--- config.mk ---
export PLATFORM = sky130hd
export DESIGN_NAME = ex_unit_mc_flat
export DESIGN_NICKNAME = d
export VERILOG_FILES = /design/src/rtl/ex_unit_mc_pkg.sv /design/src/rtl/ex_unit_mc_if.sv /design/src/rtl/ex_unit_mc_mul_iter.sv /design/src/rtl/ex_unit_mc.sv /design/src/flat_wrapper.sv
export SDC_FILE = /design/constraint.sdc
export NUM_CORES = 2
export LEC_CHECK = 0
export CAP_MARGIN = 0
export CORE_ASPECT_RATIO = 1.4
export CORE_MARGIN = 5
export CORE_UTILIZATION = 50
export DETAILED_ROUTE_END_ITERATION = 6
export PLACE_DENSITY = 0.73
export SYNTH_ARGS = -nofsm -noshare
export SYNTH_HDL_FRONTEND = slang
export SYNTH_HIERARCHICAL = 1
export SYNTH_SLANG_ARGS = --single-unit
--- constraint.sdc ---
create_clock -name clk -period 10.6 [get_ports clk]
set_clock_uncertainty 0.15 [all_clocks]
set_input_delay 2.65 -clock clk [delete_from_list [all_inputs] [get_ports clk]]
set_output_delay 2.65 -clock clk [all_outputs]
set_load 0.01 [all_outputs]
--- src/rtl/ex_unit_mc_pkg.sv ---
// rtl/ex_unit_mc_pkg.sv - shared types, encodings and helpers for the execute stage
package ex_pkg;

  typedef enum logic [3:0] {
    OP_ADD, OP_SUB, OP_SLL, OP_SLT, OP_SLTU, OP_XOR, OP_SRL, OP_SRA, OP_OR, OP_AND, OP_MUL
  } alu_e;

  typedef enum logic [1:0] {ST_IDLE, ST_MUL, ST_HOLD} state_e;

  typedef enum logic [1:0] {FWD_REG, FWD_EXMEM, FWD_MEMWB} fwd_e;

  localparam logic [1:0] ALU_OP_ADD   = 2'b00;
  localparam logic [1:0] ALU_OP_SUB   = 2'b01;
  localparam logic [1:0] ALU_OP_RTYPE = 2'b10;
  localparam logic [1:0] ALU_OP_DFLT  = 2'b11;

  // EX/MEM is checked first so the younger producer wins; x0 never forwards.
  function automatic fwd_e fwd_select(input logic [4:0] idx,
                                      input logic       exmem_regwrite,
                                      input logic [4:0] exmem_rd,
                                      input logic       memwb_regwrite,
                                      input logic [4:0] memwb_rd);
    fwd_e sel;
    sel = FWD_REG;
    if (exmem_regwrite && (exmem_rd != 5'd0) && (exmem_rd == idx))
      sel = FWD_EXMEM;
    else if (memwb_regwrite && (memwb_rd != 5'd0) && (memwb_rd == idx))
      sel = FWD_MEMWB;
    return sel;
  endfunction

  function automatic alu_e decode(input logic [1:0] alu_op,
                                  input logic [2:0] funct3,
                                  input logic [6:0] funct7,
                                  input logic       mul_en);
    alu_e op;
    op = OP_ADD;
    case (alu_op)
      ALU_OP_SUB: op = OP_SUB;
      ALU_OP_RTYPE: begin
        if (funct7 == 7'b0000001) begin
          if (funct3 == 3'b000 && mul_en) op = OP_MUL;
          else                            op = OP_ADD;
        end else begin
          case (funct3)
            3'b000: op = funct7[5] ? OP_SUB : OP_ADD;
            3'b001: op = OP_SLL;
            3'b010: op = OP_SLT;
            3'b011: op = OP_SLTU;
            3'b100: op = OP_XOR;
            3'b101: op = funct7[5] ? OP_SRA : OP_SRL;
            3'b110: op = OP_OR;
            3'b111: op = OP_AND;
            default: op = OP_ADD;
          endcase
        end
      end
      default: op = OP_ADD;
    endcase
    return op;
  endfunction

endpackage

--- src/rtl/ex_unit_mc_if.sv ---
// rtl/ex_unit_mc_if.sv - ID/EX, forwarding and EX/MEM handshake bundle
interface ex_unit_mc_if #(parameter int XLEN = 64);
  logic            in_valid;
  logic            in_ready;
  logic [XLEN-1:0] pc;
  logic [XLEN-1:0] rs1_val;
  logic [XLEN-1:0] rs2_val;
  logic [XLEN-1:0] imm;
  logic [4:0]      rs1_idx;
  logic [4:0]      rs2_idx;
  logic [2:0]      funct3;
  logic [6:0]      funct7;
  logic [1:0]      alu_op;
  logic            alu_src;
  logic [4:0]      exmem_rd;
  logic [4:0]      memwb_rd;
  logic            exmem_regwrite;
  logic            memwb_regwrite;
  logic [XLEN-1:0] exmem_fwd;
  logic [XLEN-1:0] memwb_fwd;
  logic            out_valid;
  logic            out_ready;
  logic [XLEN-1:0] out_result;
  logic [XLEN-1:0] out_target;
  logic            out_zero;

  modport master (
    output in_valid, pc, rs1_val, rs2_val, imm, rs1_idx, rs2_idx, funct3, funct7,
           alu_op, alu_src, exmem_rd, memwb_rd, exmem_regwrite, memwb_regwrite,
           exmem_fwd, memwb_fwd, out_ready,
    input  in_ready, out_valid, out_result, out_target, out_zero
  );

  modport slave (
    input  in_valid, pc, rs1_val, rs2_val, imm, rs1_idx, rs2_idx, funct3, funct7,
           alu_op, alu_src, exmem_rd, memwb_rd, exmem_regwrite, memwb_regwrite,
           exmem_fwd, memwb_fwd, out_ready,
    output in_ready, out_valid, out_result, out_target, out_zero
  );
endinterface

--- src/rtl/ex_unit_mc_mul_iter.sv ---
// rtl/ex_unit_mc_mul_iter.sv - iterative shift-add multiplier, low XLEN bits of product
module ex_mul_iter #(parameter int XLEN = 64) (
  input  logic            clk,
  input  logic            rst_n,
  input  logic            flush,
  input  logic            start,
  input  logic [XLEN-1:0] a,
  input  logic [XLEN-1:0] b,
  output logic            done,
  output logic [XLEN-1:0] product
);
  localparam int CW = $clog2(XLEN);

  logic            busy;
  logic [CW-1:0]   cnt;
  logic [XLEN-1:0] mcand;
  logic [XLEN-1:0] mplier;
  logic [XLEN-1:0] acc;
  logic [XLEN-1:0] acc_next;

  // product presents the accumulator including the current step, so the
  // final partial sum is usable on the same edge that retires the last bit.
  assign acc_next = acc + (mcand[0] ? mplier : '0);
  assign done     = busy && (cnt == CW'(XLEN - 1));
  assign product  = acc_next;

  always_ff @(posedge clk) begin
    if (!rst_n) begin
      busy   <= 1'b0;
      cnt    <= '0;
      mcand  <= '0;
      mplier <= '0;
      acc    <= '0;
    end else if (flush) begin
      busy <= 1'b0;
      cnt  <= '0;
    end else if (start) begin
      busy   <= 1'b1;
      cnt    <= '0;
      mcand  <= a;
      mplier <= b;
      acc    <= '0;
    end else if (busy) begin
      acc    <= acc_next;
      mcand  <= mcand >> 1;
      mplier <= mplier << 1;
      cnt    <= cnt + CW'(1);
      if (done) busy <= 1'b0;
    end
  end
endmodule

--- src/rtl/ex_unit_mc.sv ---
// rtl/ex_unit_mc.sv - multi-cycle execute stage: forwarding, ALU, branch target, MUL
module ex_unit_mc
  import ex_pkg::*;
#(
  parameter int XLEN   = 64,
  parameter bit MUL_EN = 1'b1
) (
  input  logic        clk,
  input  logic        rst_n,
  input  logic        flush,
  ex_unit_mc_if.slave bus
);
  localparam int SHW = $clog2(XLEN);

  state_e          state, state_next;
  alu_e            op;
  fwd_e            sel_a, sel_b;
  logic [XLEN-1:0] opa, rs2_fwd, opb, alu_res, target, mul_product;
  logic [SHW-1:0]  shamt;
  logic            accept, load_alu, mul_start, mul_done;
  logic            out_valid_q, zero_q;
  logic [XLEN-1:0] result_q, target_q;

  assign sel_a = fwd_select(bus.rs1_idx, bus.exmem_regwrite, bus.exmem_rd,
                            bus.memwb_regwrite, bus.memwb_rd);
  assign sel_b = fwd_select(bus.rs2_idx, bus.exmem_regwrite, bus.exmem_rd,
                            bus.memwb_regwrite, bus.memwb_rd);

  always_comb begin
    case (sel_a)
      FWD_EXMEM: opa = bus.exmem_fwd;
      FWD_MEMWB: opa = bus.memwb_fwd;
      default:   opa = bus.rs1_val;
    endcase
    case (sel_b)
      FWD_EXMEM: rs2_fwd = bus.exmem_fwd;
      FWD_MEMWB: rs2_fwd = bus.memwb_fwd;
      default:   rs2_fwd = bus.rs2_val;
    endcase
  end

  assign opb    = bus.alu_src ? bus.imm : rs2_fwd;
  assign shamt  = opb[SHW-1:0];
  assign op     = decode(bus.alu_op, bus.funct3, bus.funct7, MUL_EN);
  assign target = bus.pc + (bus.imm << 1);

  always_comb begin
    alu_res = '0;
    case (op)
      OP_SUB:  alu_res = opa - opb;
      OP_SLL:  alu_res = opa << shamt;
      OP_SLT:  alu_res = {{(XLEN-1){1'b0}}, ($signed(opa) < $signed(opb))};
      OP_SLTU: alu_res = {{(XLEN-1){1'b0}}, (opa < opb)};
      OP_XOR:  alu_res = opa ^ opb;
      OP_SRL:  alu_res = opa >> shamt;
      OP_SRA:  alu_res = $signed(opa) >>> shamt;
      OP_OR:   alu_res = opa | opb;
      OP_AND:  alu_res = opa & opb;
      default: alu_res = opa + opb;
    endcase
  end

  assign bus.in_ready = rst_n && ((state == ST_IDLE) || (state == ST_HOLD && bus.out_ready));
  assign accept       = bus.in_valid && bus.in_ready && !flush;

  always_ff @(posedge clk) begin
    if (!rst_n) state <= ST_IDLE;
    else        state <= state_next;
  end

  always_comb begin
    state_next = state;
    load_alu   = 1'b0;
    mul_start  = 1'b0;
    if (flush) begin
      state_next = ST_IDLE;
    end else if (accept) begin
      if (op == OP_MUL) begin
        mul_start  = 1'b1;
        state_next = ST_MUL;
      end else begin
        load_alu   = 1'b1;
        state_next = ST_HOLD;
      end
    end else begin
      case (state)
        ST_MUL:  if (mul_done) state_next = ST_HOLD;
        ST_HOLD: if (bus.out_ready) state_next = ST_IDLE;
        default: state_next = state;
      endcase
    end
  end

  ex_mul_iter #(.XLEN(XLEN)) u_mul (
    .clk     (clk),
    .rst_n   (rst_n),
    .flush   (flush),
    .start   (mul_start),
    .a       (opa),
    .b       (opb),
    .done    (mul_done),
    .product (mul_product)
  );

  // A new load on the handshake edge overrides the valid clear below it.
  always_ff @(posedge clk) begin
    if (!rst_n) begin
      out_valid_q <= 1'b0;
      result_q    <= '0;
      target_q    <= '0;
      zero_q      <= 1'b0;
    end else if (flush) begin
      out_valid_q <= 1'b0;
    end else begin
      if (state == ST_HOLD && bus.out_ready) out_valid_q <= 1'b0;
      if (load_alu || mul_start) target_q <= target;
      if (load_alu) begin
        result_q    <= alu_res;
        zero_q      <= (alu_res == '0);
        out_valid_q <= 1'b1;
      end
      if (state == ST_MUL && mul_done) begin
        result_q    <= mul_product;
        zero_q      <= (mul_product == '0);
        out_valid_q <= 1'b1;
      end
    end
  end

  assign bus.out_valid  = out_valid_q;
  assign bus.out_result = result_q;
  assign bus.out_target = target_q;
  assign bus.out_zero   = zero_q;
endmodule
--- src/flat_wrapper.sv ---
// flat-port wrapper written by rule: the top's interface ports become plain ports
module ex_unit_mc_flat import ex_pkg::*;
#(
  parameter int XLEN   = 64,
  parameter bit MUL_EN = 1'b1
)
  (clk, rst_n, flush, bus_in_valid, bus_pc, bus_rs1_val, bus_rs2_val, bus_imm, bus_rs1_idx, bus_rs2_idx, bus_funct3, bus_funct7, bus_alu_op, bus_alu_src, bus_exmem_rd, bus_memwb_rd, bus_exmem_regwrite, bus_memwb_regwrite, bus_exmem_fwd, bus_memwb_fwd, bus_out_ready, bus_in_ready, bus_out_valid, bus_out_result, bus_out_target, bus_out_zero);
  ex_unit_mc_if #(.XLEN(XLEN)) bus_i ();
  input  logic clk;
  input  logic rst_n;
  input  logic flush;
  input wire logic [$bits(bus_i.in_valid)-1:0] bus_in_valid;
  input wire logic [$bits(bus_i.pc)-1:0] bus_pc;
  input wire logic [$bits(bus_i.rs1_val)-1:0] bus_rs1_val;
  input wire logic [$bits(bus_i.rs2_val)-1:0] bus_rs2_val;
  input wire logic [$bits(bus_i.imm)-1:0] bus_imm;
  input wire logic [$bits(bus_i.rs1_idx)-1:0] bus_rs1_idx;
  input wire logic [$bits(bus_i.rs2_idx)-1:0] bus_rs2_idx;
  input wire logic [$bits(bus_i.funct3)-1:0] bus_funct3;
  input wire logic [$bits(bus_i.funct7)-1:0] bus_funct7;
  input wire logic [$bits(bus_i.alu_op)-1:0] bus_alu_op;
  input wire logic [$bits(bus_i.alu_src)-1:0] bus_alu_src;
  input wire logic [$bits(bus_i.exmem_rd)-1:0] bus_exmem_rd;
  input wire logic [$bits(bus_i.memwb_rd)-1:0] bus_memwb_rd;
  input wire logic [$bits(bus_i.exmem_regwrite)-1:0] bus_exmem_regwrite;
  input wire logic [$bits(bus_i.memwb_regwrite)-1:0] bus_memwb_regwrite;
  input wire logic [$bits(bus_i.exmem_fwd)-1:0] bus_exmem_fwd;
  input wire logic [$bits(bus_i.memwb_fwd)-1:0] bus_memwb_fwd;
  input wire logic [$bits(bus_i.out_ready)-1:0] bus_out_ready;
  output wire logic [$bits(bus_i.in_ready)-1:0] bus_in_ready;
  output wire logic [$bits(bus_i.out_valid)-1:0] bus_out_valid;
  output wire logic [$bits(bus_i.out_result)-1:0] bus_out_result;
  output wire logic [$bits(bus_i.out_target)-1:0] bus_out_target;
  output wire logic [$bits(bus_i.out_zero)-1:0] bus_out_zero;
  assign bus_i.in_valid = bus_in_valid;
  assign bus_i.pc = bus_pc;
  assign bus_i.rs1_val = bus_rs1_val;
  assign bus_i.rs2_val = bus_rs2_val;
  assign bus_i.imm = bus_imm;
  assign bus_i.rs1_idx = bus_rs1_idx;
  assign bus_i.rs2_idx = bus_rs2_idx;
  assign bus_i.funct3 = bus_funct3;
  assign bus_i.funct7 = bus_funct7;
  assign bus_i.alu_op = bus_alu_op;
  assign bus_i.alu_src = bus_alu_src;
  assign bus_i.exmem_rd = bus_exmem_rd;
  assign bus_i.memwb_rd = bus_memwb_rd;
  assign bus_i.exmem_regwrite = bus_exmem_regwrite;
  assign bus_i.memwb_regwrite = bus_memwb_regwrite;
  assign bus_i.exmem_fwd = bus_exmem_fwd;
  assign bus_i.memwb_fwd = bus_memwb_fwd;
  assign bus_i.out_ready = bus_out_ready;
  assign bus_in_ready = bus_i.in_ready;
  assign bus_out_valid = bus_i.out_valid;
  assign bus_out_result = bus_i.out_result;
  assign bus_out_target = bus_i.out_target;
  assign bus_out_zero = bus_i.out_zero;
  ex_unit_mc #(.XLEN(XLEN), .MUL_EN(MUL_EN)) u_core (.clk(clk), .rst_n(rst_n), .flush(flush), .bus(bus_i));
endmodule
==> results.yml, run 1 <==
outcome:
  status: "did not finish"
  stop_stage: "global routing"
  firstError: "[ERROR GRT-0116] Global routing finished with congestion. Check the congestion regions in the DRC Viewer."
placement:
  io_buffers: 554
  place.gp.congestion: 1.390
  dp.final_hpwl_um: 244600
clocking:
  cts.path.max_buffers: 3
  root_buffer: "clkbuf_16"
  postCtsSetupBuffers: 0
  ctsHoldBuffers: 0
  postCtsResizedCells: 0
  cts.htree.levels: 2
  clock_sinks: 331
  cts-buffers-inserted: 40
global_routing:
  grt_start_max_net_pins: 124
  grt_overflow: 42
  grt_usage_pct: 65.88
  grt_pass1_vias: 61160
  grt_pass1_wl_um: 465800
logic_synthesis:
  ys_seq_area_share_pct: 14.74
  synth_cell_type_count: 124
  syn_area_per_cell_sq_um: 6.993
  yosys_most_used_dff: "dfxtp_1"
  synthArstFlopShare_pct: 0
  ys_ff_latch: 331
  synth_area_sq_um: 44940
  yosysWarnings: 6
  syn_nets: 7177
  synth_edf_count: 0
  syn_inst: 6427
die:
  die_x_um: 263.4
  initial_core_util_pct: 50.24
  num_rows: 130
  ios: 555
  die_h_um: 364.7
-- stage by stage --
step | hold slack, ns | cells | cell area [sq um] | util, % | setup slack [ns]
after floorplan | 0.2885 | 6427 | 44940 | - | 0.8214
after global placement | 0.2876 | 7950 | 52230 | 58.38 | 0.1602
after detailed placement | 0.2936 | 7950 | 52230 | 58.38 | 0.1292
after CTS | 0.3007 | 8023 | 53740 | 60.07 | 0.7190
-- metal layers --
layer / track usage [%] / GRT overflow
met3: 44.84 / 0
met5: 15.97 / 0
met4: 65.94 / 22
met2: 87.42 / 20
met1: 65.38 / 0
-- synth_stat cells, types with 18 or more instances --
library cell	number	area [sq um]
buf_6	21	236.5
a21o_1	139	1044
o21a_1	33	247.7
a221oi_1	46	402.9
clkbuf_1	341	1280
ha_1	322	4029
buf_1	52	195.2
nand2_1	660	2477
a22o_1	44	385.4
a32oi_1	67	586.8
o31ai_1	39	292.8
nand4_1	67	419.2
nor2_1	559	2098
and2_1	105	656.9
inv_1	220	825.8
a311oi_1	20	175.2
o221ai_1	61	534.3
nand3_1	334	1672
a31oi_1	127	794.5
o22ai_1	83	519.3
xnor2_1	123	1077
a21oi_1	505	2527
a211oi_1	158	1186
xor2_1	65	569.3
nor4_1	47	294.0
nand2b_1	50	312.8
buf_2	73	365.4
o21ai_0	408	2042
nor2b_1	74	462.9
dfxtp_1	331	6626
mux2i_1	231	2312
or3_1	26	162.7
o21bai_1	50	375.4
o21ai_1	37	185.2
buf_4	18	135.1
a22oi_1	85	638.1
nor3_1	176	880.8
o211a_1	138	1381
a21boi_0	19	142.6
o211ai_1	91	683.2
and3_1	33	206.5
-- cells by family after synthesis --
family                   count (synthesis)  share of synthesized area, %
AO/OA/AOI/OAI                         2380                         36.59
AND/OR/NAND/NOR                       2215                         23.05
buffers and inverters                  732                         6.860
flip-flops                             331                         14.74
adder cells (fa/ha/maj)                326                         9.143
multiplexers                           254                         5.913
XOR/XNOR                               189                         3.700
==> run 2, diff against run 1 <==
--- a/config.mk
+++ b/config.mk
@@ -6,11 +6,10 @@
 export NUM_CORES = 2
 export LEC_CHECK = 0
 export CAP_MARGIN = 0
-export CORE_ASPECT_RATIO = 1.4
 export CORE_MARGIN = 5
-export CORE_UTILIZATION = 50
+export CORE_UTILIZATION = 35
 export DETAILED_ROUTE_END_ITERATION = 6
-export PLACE_DENSITY = 0.73
+export PLACE_DENSITY_LB_ADDON = 0.15
 export SYNTH_ARGS = -nofsm -noshare
 export SYNTH_HDL_FRONTEND = slang
 export SYNTH_HIERARCHICAL = 1
==> run 2 against run 1 <==
  * The flow now finishes, with violations (capacitance limit, slew limit)
  * Synthesized cell count unchanged
  * Area after synthesis unchanged
==> results.yml, run 2 <==
sta:
  max_freq_mhz: 98.36
  relSlewSlack_pct: -4.842
  fin_tns_setup_ns: 0
  whs_ns: 0.3048
  min_period_ns: 10.17
  final-setup-viol-count: 0
  worst_pin_slew_ns: 1.556
  rsz0062_at_grt: "false"
  fin_crit_sh_pct: 95.91
  slew_violations: 4
  hold_viol_final: 0
drt:
  routed_wl_um: 338400
  ant_nets: 0
  drc: 0
  dr.pass1.iters: 7
  drt-vias-per-instance: 6.857
  dr_total_vias: 60350
  first_iter_violations: 9707
  wl_per_cell_um: 38.46
logic_synthesis:
  synth.most_common_cell: "nand2_1"
  synth_area_sq_um: 44940
  yosys.area.top_type: "dfxtp_1"
  yosysWarnings: 6
  synthArstFlopShare_pct: 0
  syn_inst: 6427
  synth_edf_count: 0
  synthTopCellsByCount: "660 x nand2_1, 559 x nor2_1, 505 x a21oi_1, 408 x o21ai_0, 341 x clkbuf_1"
  syn_nets: 7177
  ys_seq_area_share_pct: 14.74
  netlist.area_leader.share_pct: 14.74
  ys_ff_latch: 331
  syn_area_per_cell_sq_um: 6.993
  synth_cell_type_count: 124
  yosys-top-cells-area: "dfxtp_1 15%, ha_1 9.0%, a21oi_1 5.6%"
  yosys_most_used_dff: "dfxtp_1"
setup_path:
  crit_slowest_cell: "clkdlybuf4s50_1"
  cp_common_cell: "buf_4"
  cp-start-kind: "primary input"
  critPathCaptureType: "register"
  cp_top_family: "compound AO/OA/AOI/OAI gates"
  crit_buf_inv: 5
  worstPathArrival_ns: 10.60
  crit_fanout: 24
  max_stage_delay_ns: 0.63
  worst-setup-path-type: "primary input to register"
  crit_required_ns: 11.03
die:
  die_x_um: 368.3
  die_h_um: 368.3
  num_rows: 131
  core_area_sq_um: 127500
  ios: 555
  initial_core_util_pct: 35.24
  die-area_sq_um: 135700
placement:
  dp_cells: 8704
  io_buffers: 554
  dp.final_hpwl_um: 273400
  place.gp.congestion: 1.161
final_layout:
  layout-drive-gt1-share_pct: 11.18
  fin_util_pct: 44.55
  final_common_cell: "nand2_1"
  stdcell_count: 8801
  synthToLayoutAreaGrowth_pct: 26.41
  final_cell_mix: "658 x nand2_1, 552 x clkdlybuf4s50_1, 550 x buf_4"
  nets: 7840
global_routing:
  grt_usage_pct: 47.09
  grt_pass1_wl_um: 455000
  grt_start_max_net_pins: 111
  grt_overflow: 0
  antenna_found_initial: 28
  grt_pass1_vias: 54840
power:
  p_leak_nw: 23.77
  p_seq_share_pct: 18.9
  p_per_area_nw_per_um2: 119.9
  power_switching_w: 0.003219
  p_int_w: 0.003590
  clockPowerShare_pct: 26.7
  switching_share_pct: 47.28
  vdd_drop_max_mv: 0.1875
  p_total_w: 0.006810
  combPwrFrac_pct: 54.4
outcome:
  status: "finished with violations"
  violations: "capacitance limit, slew limit"
clocking:
  cts_tree: "built"
  clock_latency_ns: 0.69
  postCtsSetupBuffers: 0
  clock_sinks: 331
  cts.path.max_buffers: 3
  postCtsResizedCells: 0
  ctsHoldBuffers: 0
  root_buffer: "clkbuf_16"
  cts-buffers-inserted: 46
  clkTransAtPathRegs_ns: 0.06
  cts.htree.levels: 2
flow_run:
  cap_violations: 2
worst_hold_path:
  hold_class: "register to register"
==> run 2: worst min-delay path, delay by kind of cell (launching register included) <==
| family | cells | cell delay (ns) |
|---|---|---|
| flops | 1 | 0.31 |
| simple gates | 1 | 0.05 |
| compound gates | 1 | 0.05 |
==> run 2: worst paths after layout <==
kind	startpoint	endpoint	slack, ns	cells after the start
worst max register to register	u_core/u_mul/mcand[0]	u_core/bus.out_zero	3.79	21
worst min register to register	u_core/bus.out_target[34]	u_core/bus.out_target[34]	0.30	2
worst max-delay path	bus_rs2_idx[3]	u_core/bus.out_zero	0.43	28
worst min-delay path	u_core/bus.out_target[34]	u_core/bus.out_target[34]	0.30	2
==> run 2: layer usage <==
metal,track usage [%],up-vias,wire [um]
met2,66.64,4631,132700
li1,-,25470,-
met5,0,-,28
met3,14.91,1005,42070
met1,60.05,29240,132300
met4,33.48,4,31290
==> run 2: kinds of logic after synthesis <==
family / synth area share [%]
AOI/OAI and AO/OA: 36.59
xor gates and xnor gates: 3.700
adders and majority gates: 9.143
buffers and inverters: 6.860
DFF: 14.74
muxes: 5.913
and+or+nand+nor: 23.05
==> run 2: stage by stage <==
step,area (sq um),setup slack [ns]
after floorplan,44940,0.8214
after global placement,55090,0.06813
after detailed placement,55090,0.01712
after CTS,56770,0.6820
after global routing,56800,0.2257
final,56810,0.4336
==> run 2: final cells by class <==
class                   count  area [sq um]
well taps                1662          2079
diodes                     16         40.04
clock inverters            22         402.9
flip-flops and latches    331          6628
multi-input cells        5364         35470
fillers                 13250         70710
clock buffers              59          1280
inverters                 224         849.6
repair buffers           1123         10070
==> run 2: power groups by stage <==
stage               combinational (W)  sequential, W  clock, W
detailed placement            0.00348        0.00131         0
global route                  0.00374        0.00129   0.00188
global placement              0.00350        0.00131         0
CTS                           0.00349        0.00128   0.00184
finish                        0.00371        0.00128   0.00182
floorplan                     0.00162        0.00132         0
(Power assumes the default switching activity.)
